$ cat src/rtl/cpu_control_unit.sv
// Multi-cycle control unit for an 8-bit accumulator CPU: fetches one- and two-byte
// instructions over a req/ack port and issues one cycle of datapath strobes per instruction.
module cpu_control_unit #(
  parameter logic [7:0] RESET_PC = 8'h00
) (
  input  logic       i_clk,
  input  logic       i_rst,
  output logic       o_fetch_req,
  output logic [7:0] o_pc,
  input  logic       i_fetch_ack,
  input  logic [7:0] i_instr,
  input  logic       i_zr,
  input  logic       i_ng,
  input  logic       i_co,
  input  logic       i_of,
  output logic       o_a_wrtn,
  output logic       o_a_rdn,
  output logic       o_b_wrtn,
  output logic       o_b_rdn,
  output logic [3:0] o_alu_opcode,
  output logic       o_cin,
  output logic       o_alu_sel,
  output logic       o_alu_flag_sel,
  output logic [7:0] o_imm_data,
  output logic       o_imm_oe,
  output logic       o_halted,
  output logic       o_illegal
);

  typedef enum logic [1:0] {FETCH, FETCH_IMM, EXEC, HALT} state_e;

  typedef struct packed {
    logic       a_wrtn;
    logic       a_rdn;
    logic       b_wrtn;
    logic       b_rdn;
    logic [3:0] alu_opcode;
    logic       cin_en;
    logic       alu_sel;
    logic       alu_flag_sel;
    logic       imm_oe;
    logic [7:0] imm_data;
    logic       illegal;
  } ctrl_t;

  localparam ctrl_t CTRL_IDLE = '{a_wrtn: 1'b1, a_rdn: 1'b1, b_wrtn: 1'b1, b_rdn: 1'b1,
                                  alu_opcode: 4'h0, cin_en: 1'b0, alu_sel: 1'b0,
                                  alu_flag_sel: 1'b0, imm_oe: 1'b0, imm_data: 8'h00,
                                  illegal: 1'b0};

  function automatic logic is_two_byte(input logic [3:0] op);
    return (op == 4'h1) || (op == 4'h5) || (op == 4'h6);
  endfunction

  function automatic ctrl_t decode(input logic [7:0] ir, input logic [7:0] imm);
    ctrl_t c;
    c = CTRL_IDLE;
    case (ir[7:4])
      4'h1: begin
        c.imm_oe   = 1'b1;
        c.imm_data = imm;
        if (ir[0]) c.b_wrtn = 1'b0;
        else       c.a_wrtn = 1'b0;
      end
      4'h2: begin
        if (ir[0]) begin
          c.a_rdn  = 1'b0;
          c.b_wrtn = 1'b0;
        end else begin
          c.b_rdn  = 1'b0;
          c.a_wrtn = 1'b0;
        end
      end
      4'h3, 4'h4: begin
        c.alu_opcode   = ir[3:0];
        c.cin_en       = (ir[7:4] == 4'h4);
        c.alu_sel      = 1'b1;
        c.alu_flag_sel = 1'b1;
        c.a_wrtn       = 1'b0;
      end
      4'h7, 4'h8, 4'h9, 4'hA, 4'hB, 4'hC, 4'hD, 4'hE: c.illegal = 1'b1;
      default: ;
    endcase
    return c;
  endfunction

  state_e     state_q, state_d;
  logic [7:0] pc_q, pc_d;
  logic [7:0] ir_q, ir_d;
  logic [7:0] imm_q, imm_d;
  logic       fetch_req_q, fetch_req_d;
  logic       halted_q, halted_d;
  ctrl_t      ctrl_q, ctrl_d;

  logic [3:0] flags;
  logic       accept;
  logic       jcc_taken;

  assign flags     = {i_zr, i_ng, i_co, i_of};
  assign accept    = fetch_req_q & i_fetch_ack;
  // Selector 00 picks zr, the MSB of the flag vector, hence the inverted index.
  assign jcc_taken = flags[~ir_q[1:0]] ^ ir_q[2];

  // NOTE: every always_comb output gets a default first so no path can infer a latch.
  always_comb begin
    state_d  = state_q;
    pc_d     = pc_q;
    ir_d     = ir_q;
    imm_d    = imm_q;
    halted_d = halted_q;
    case (state_q)
      FETCH: if (accept) begin
        ir_d    = i_instr;
        pc_d    = pc_q + 8'd1;
        state_d = is_two_byte(i_instr[7:4]) ? FETCH_IMM : EXEC;
      end
      FETCH_IMM: if (accept) begin
        imm_d   = i_instr;
        pc_d    = pc_q + 8'd1;
        state_d = EXEC;
      end
      EXEC: begin
        state_d = FETCH;
        case (ir_q[7:4])
          4'h5: pc_d = imm_q;
          4'h6: if (jcc_taken) pc_d = imm_q;
          4'hF: begin
            state_d  = HALT;
            halted_d = 1'b1;
          end
          default: ;
        endcase
      end
      HALT: ;
    endcase
    fetch_req_d = (state_d == FETCH) || (state_d == FETCH_IMM);
    ctrl_d      = (state_d == EXEC) ? decode(ir_d, imm_d) : CTRL_IDLE;
  end

  // NOTE: sequential state uses non-blocking assignments so all registers update together.
  always_ff @(posedge i_clk or posedge i_rst) begin
    if (i_rst) begin
      state_q     <= FETCH;
      pc_q        <= RESET_PC;
      ir_q        <= 8'h00;
      imm_q       <= 8'h00;
      fetch_req_q <= 1'b0;
      halted_q    <= 1'b0;
      ctrl_q      <= CTRL_IDLE;
    end else begin
      state_q     <= state_d;
      pc_q        <= pc_d;
      ir_q        <= ir_d;
      imm_q       <= imm_d;
      fetch_req_q <= fetch_req_d;
      halted_q    <= halted_d;
      ctrl_q      <= ctrl_d;
    end
  end

  assign o_fetch_req    = fetch_req_q;
  assign o_pc           = pc_q;
  assign o_halted       = halted_q;
  assign o_a_wrtn       = ctrl_q.a_wrtn;
  assign o_a_rdn        = ctrl_q.a_rdn;
  assign o_b_wrtn       = ctrl_q.b_wrtn;
  assign o_b_rdn        = ctrl_q.b_rdn;
  assign o_alu_opcode   = ctrl_q.alu_opcode;
  assign o_alu_sel      = ctrl_q.alu_sel;
  assign o_alu_flag_sel = ctrl_q.alu_flag_sel;
  assign o_imm_oe       = ctrl_q.imm_oe;
  assign o_imm_data     = ctrl_q.imm_data;
  assign o_illegal      = ctrl_q.illegal;
  // Carry-in follows the live flag during the ALUC cycle rather than a stale copy.
  assign o_cin          = ctrl_q.cin_en & i_co;

endmodule

$ cat config.mk
export PLATFORM = sky130hd
export DESIGN_NAME = cpu_control_unit
export DESIGN_NICKNAME = d
export VERILOG_FILES = /design/src/rtl/cpu_control_unit.sv
export SDC_FILE = /design/constraint.sdc
export NUM_CORES = 1
export LEC_CHECK = 0
export ABC_CLOCK_PERIOD_IN_PS = 2100
export BUFFER_PORTS_ARGS = -buffer_cell sky130_fd_sc_hd__buf_2
export CORE_MARGIN = 1.5
export CORE_UTILIZATION = 55
export CTS_BUF_LIST = sky130_fd_sc_hd__clkbuf_8
export CTS_CLUSTER_DIAMETER = 120
export DETAILED_ROUTE_END_ITERATION = 8
export PLACE_DENSITY = 0.87
export SETUP_SLACK_MARGIN = 0.4
export SYNTH_ARGS = -nofsm -noshare
export SYNTH_HDL_FRONTEND = slang
export SYNTH_SLANG_ARGS = --single-unit
$ cat constraint.sdc
create_clock -name i_clk -period 2.1 [get_ports i_clk]
set_input_delay 0.315 -clock i_clk [delete_from_list [all_inputs] [get_ports i_clk]]
set_output_delay 0.315 -clock i_clk [all_outputs]
set_load 0.02 [all_outputs]
# After elaboration in Yosys (flattened, before gate mapping)
# Cells that the tools add are included.
dict set report classes {
  add_sub_neg 1
  order_cmp 1
  eq_ne 25
  muxes 26
  bitwise_logic 4
  reduce_logical 12
}
# op count
set op_table {}
lappend op_table {{$mux 8} 6}
lappend op_table {{$eq 4x4->1 const B} 8}
lappend op_table {{$pmux 8 s2} 2}
lappend op_table {{$eq 4x3->1 const B} 6}
lappend op_table {{$mux 21} 1}
lappend op_table {{$mux 2} 5}
lappend op_table {{$mux 9} 1}
lappend op_table {{$add 8x1->8 const B} 1}
lappend op_table {{$eq 4x1->1 const B} 2}
lappend op_table {{$eq 4x2->1 const B} 2}
lappend op_table {{$reduce_or 8->1} 1}
lappend op_table {{$mux 7} 1}
lappend op_table {{$mux 1} 6}
lappend op_table {{$pmux 2 s3} 1}
lappend op_table {{$reduce_or 2->1} 3}
lappend op_table {{$eq 2x1->1 const B} 2}
lappend op_table {{$eq 2x2->1 const B} 2}
lappend op_table {{$logic_not 2->1} 2}
lappend op_table {{$pmux 1 s2} 2}
lappend op_table {{$reduce_and 4->1} 1}
lappend op_table {{$logic_or 1x1->1} 3}
lappend op_table {{$lt 2x3->1 const B} 1}
lappend op_table {{$ne 3x2->1 const B} 1}
lappend op_table {{$ne 3x3->1 const B} 1}
lappend op_table {{other kinds (7)} 8}
dict set report totals {
  register_bits 49
  input_bits 15
  out_inout_bits 31
  wordCells 86
}

# Logic depth before layout (Yosys ltp)
dict set report logic_depth {
  ltp_word 8
  mapped_depth 7
  ltp_nobuf 5
}

# Worst setup path after synthesis
# OpenSTA, ideal clock, no wires.
dict set report synth_timing {
  kind {register to register}
  startpoint {register ir_q[0]}
  endpoint {register pc_q[1], in the netlist o_pc[1]}
  setup_ns 0.123
  t_arrival_ns 1.568
  required_time_ns 1.977
  setup_slack_ns 0.409
  stages_incl_launch_ff 5
  path_buffers 0
  period_less_slack_ns 1.691
  path_cell_list {dfrtp_1 > mux4_2 > xnor2_4 > or2_1 > o221a_1}
}
dict set report synth_via {
  elab_chain_len 6
}
# element line
set synth_lines {}
lappend synth_lines {{start: declaration} 89} ;# logic [7:0] ir_q, ir_d;
lappend synth_lines {{start signal: assignment} 153} ;# ir_q <= ir_d;
lappend synth_lines {{$not 2->2} 102} ;# assign jcc_taken = flags[~ir_q[1:0]] ^ ir_q[2];
lappend synth_lines {{$bmux 1 s2} 102}
lappend synth_lines {{$mux 1 (implied by the code)} 102}
lappend synth_lines {{$xor 1x1->1} 102}
lappend synth_lines {{$ne 3x3->1 (no line)} --}
lappend synth_lines {{$reduce_and 4->1 (no line)} --}
lappend synth_lines {{end signal: assignment} 152} ;# pc_q <= pc_d;
lappend synth_lines {{end: declaration} 88} ;# logic [7:0] pc_q, pc_d;
# No other way between the ends. The select of a mux whose other input is x is not followed.
# A chain may end at the register's enable or synchronous reset.

# Worst setup path in the final report
dict set report layout_timing {
  startpoint {register ir_q[0]}
  endpoint {register pc_q[5], in the netlist o_pc[5]}
}
# Same word-level chain as after synthesis.

==> qor.csv <==
stage,metric,value,unit
die,die_h,69.6,um
routing,route.detailed.drc,0,
routing,vias_per_cell,5.87,
routing,ant_nets,0,
layout,n_antenna_cell,0,
power_and_ir_drop,power_frac_comb,4.9,%
critical_path,worstPathRequired,2.34,ns
power_and_ir_drop,seq_power_share,58.6,%
layout,fillCellCount,345,
power_and_ir_drop,p_sw_share,22.9,%
clock_tree,cts-hold-fix-buffers,0,
routing,first_iter_violations,148,
global_route,grt_pass1_vias,1856,
global_route,grt_usage,24.2,%
layout,syn2layout_area_growth,18.4,%
routing,firstDrtPassIters,4,
synth,ys_top_cells_by_area,"dfrtp_1 (45%), mux2_2 (6.0%), buf_4 (4.3%)",
routing,drt-total-wl,5.61,mm
clock_tree,clock_path_buffers,2,
layout,drive_gt1_share,41.1,%
placed_design,placedCellCount,306,
global_route,grt_pass1_wl,9.07,mm
clock_tree,path_clk_slew,0.09,ns
critical_path,worstPathMaxFanout,10,
critical_path,crit_chain,"mux4_2, xnor2_4, buf_4, a221oi_2, a2bb2oi_1",
placed_design,post-dp-hpwl,3.87,mm
sta,rsz0062_at_grt,true,
critical_path,cp-end-kind,flop,
sta,fin_skew,0.0111,ns
synth,syn-num-nets,242,
critical_path,rr_endpoint,o_pc[5]$_DFFE_PP0P_,
die,dieWidth,69.6,um
power_and_ir_drop,power_density,548,nW/um^2
global_route,grt_overflow,0,
power_and_ir_drop,p_int,0.00122,W
synth,avgSynthCellArea,10.8,um^2
sta,tightest_slew,0.737,ns
critical_path,critPathArrivalTime,2.02,ns
power_and_ir_drop,power,0.00158,W
placed_design,port_buffers,45,
power_and_ir_drop,switchingPower,0.000362,W
synth,synth_seq_cells,48,
die,coreArea,4320,um^2
synth,netlist_area,2440,um^2
clock_tree,cts_tree,done,
synth,yosys.area.top_type_share,45.2,%
routing,vias,1890,
sta,fin_setup_tns,0,ns
clock_tree,cts_root_buffer,clkbuf_8,
routing,avgRoutedWirePerCell,17.4,um
synth,ys.flop_type,dfrtp_1,
synth,synth_cell_type_count,55,
synth,synth-edff-count,0,
synth,ys.warnings.count,0,
sta,relSlewSlack,50.7,%
sta,setup_viol,0,
layout,finalNetCount,285,
critical_path,worst-r2r-setup-slack,0.31,ns
global_route,grt_max_degree,27,
synth,synth_commonest_cells,"dfrtp_1 (44), nand2_1 (16), buf_4 (14), mux2_2 (13), nor2b_1 (12)",
layout,instances_no_fill,322,
critical_path,rr_worst_depth,5,
critical_path,worstSetupStartpointType,flop,
clock_tree,clock_latency,0.30,ns
power_and_ir_drop,p_leak,1.39,nW
sta,min_period,1.79,ns
status,status,"finished, final reports clean",
sta,slew_viol_final,0,
layout,regArea,1210,um^2
flow_run,max_cap_violations,0,
die,io_pins,46,
synth,ys_async_sr_fraction,100,%
min_path,hold_class,in2async,
sta,hold_viol_final,0,
synth,synth_seq_area_share,49.5,%
critical_path,slowest_delay,0.56,ns
sta,period_share,85.2,%
critical_path,criticalPathCategory,reg2reg,
layout,multiInputGateArea,1100,um^2
die,rows,24,
clock_tree,numCtsBuffers,5,
clock_tree,h-tree-depth,2,
global_route,antenna_found_initial,0,
die,start_util,56.4,%
layout,final_core_util,66.8,%
critical_path,cpMaxStageDelayCell,mux4_2,
power_and_ir_drop,max-vdd-ir-drop,0.393,mV
clock_tree,clock_sinks,48,
critical_path,r2r_start,ir_q[0]$_DFF_PP0_,
power_and_ir_drop,pwr-share-clk,36.5,%
sta,holdWs,0.0252,ns
placed_design,place_congestion,0.915,
synth,yosys.area.top_type,dfrtp_1,
synth,syn_inst,226,
sta,fmax,559,MHz
die,die_area,4840,um^2
synth,yosysMostFrequentCell,dfrtp_1,
per-stage QoR:
stage / setup WS [ns] / instance area, um^2
2_1_floorplan: 0.409 / 2440
3_3_place_gp: 0.332 / 2650
3_5_place_dp: 0.315 / 2650
4_1_cts: 0.327 / 2800
5_1_grt: 0.239 / 2890
6_report: 0.311 / 2890
cell usage in the layout, fill, tap and decap left out, drive strengths merged, types with 3 or more instances in the layout:
master / synthesis / final
buf: 20 / 61
dfrtp: 44 / 44
nand2: 17 / 17
mux2: 13 / 13
nor2b: 12 / 12
inv: 10 / 10
nor2: 8 / 8
a21oi: 7 / 7
o21ai: 7 / 7
nand3b: 6 / 6
clkbuf: 5 / 6
nand4: 5 / 5
nand3: 4 / 4
a2bb2oi: 4 / 4
dfstp: 4 / 4
a221oi: 4 / 4
nand2b: 3 / 3
a21o: 3 / 3
a31oi: 3 / 3
o22ai: 3 / 3
mux2i: 3 / 3
a211oi: 3 / 3
or2: 3 / 3
power groups by stage:
stage          clock [W]  combinational (W)  sequential [W]
3_5_place_dp           0          0.0000719        0.000944
5_1_grt         0.000620          0.0000849        0.000926
3_3_place_gp           0          0.0000701        0.000944
4_1_cts         0.000595          0.0000718        0.000926
2_1_floorplan          0          0.0000378        0.000945
6_report        0.000578          0.0000771        0.000926
repair_timing:
item,CTS,global route
setup endpoints to repair,8,15
resized for setup,0,15
endpoints found under the hold margin,0,0
buffers inserted,5,3
worst max-delay path: cells and delay by family, from the launching register on:
family          cells  cell delay (ns)
buf+inv             1             0.17
xor+xnor            1             0.21
compound gates      2             0.40
flops               1             0.37
mux                 1             0.56
registers in the layout, indices dropped and copies added, names as in the netlist, 2 cells and up:
register / count
state_q: 2
o_imm_data: 8
o_alu_opcode: 4
ir_q: 8
imm_q: 8
o_pc: 8
per-layer routing:
| layer | vias up | wire length [um] | global-route usage, % |
|---|---|---|---|
| met5 | - | 0 | 0 |
| met4 | 0 | 141 | 9.80 |
| met3 | 13 | 346 | 4.80 |
| met2 | 73 | 2810 | 39.7 |
| met1 | 920 | 2310 | 31.5 |
| li1 | 884 | - | - |
area by class of cell:
type,count,area share (%)
well taps,52,2.25
inverters,10,1.30
flip-flops and latches,48,41.9
clock inverters,2,0.520
clock buffers,6,2.86
multi-input cells,143,38.2
repair buffers,61,13.0
worst max-delay path by stage:
stage,startpoint,to,slack [ns],cells past startpoint
2_1_floorplan,ir_q[0]$_DFF_PP0_,o_pc[1]$_DFFE_PP0P_,0.41,4
5_1_grt,ir_q[0]$_DFF_PP0_,o_pc[5]$_DFFE_PP0P_,0.24,5
3_5_place_dp,i_of,o_pc[1]$_DFFE_PP0P_,0.31,5
3_3_place_gp,i_of,o_pc[1]$_DFFE_PP0P_,0.33,5
6_report,ir_q[0]$_DFF_PP0_,o_pc[5]$_DFFE_PP0P_,0.31,5
4_1_cts,ir_q[0]$_DFF_PP0_,o_pc[1]$_DFFE_PP0P_,0.33,4
kinds of logic (layout without fill, tap and decap cells):
logic type / Yosys count / count (layout) / synth area share [%]
adders and majority gates: 1 / 1 / 0.513
buffers and inverters: 35 / 79 / 7.85
DFF: 48 / 48 / 49.5
xor gates and xnor gates: 4 / 4 / 2.21
muxes: 17 / 17 / 8.16
AOI/OAI and AO/OA: 43 / 43 / 12.7
and+or+nand+nor: 78 / 78 / 19.1
Power figures use the tool's default switching activity.
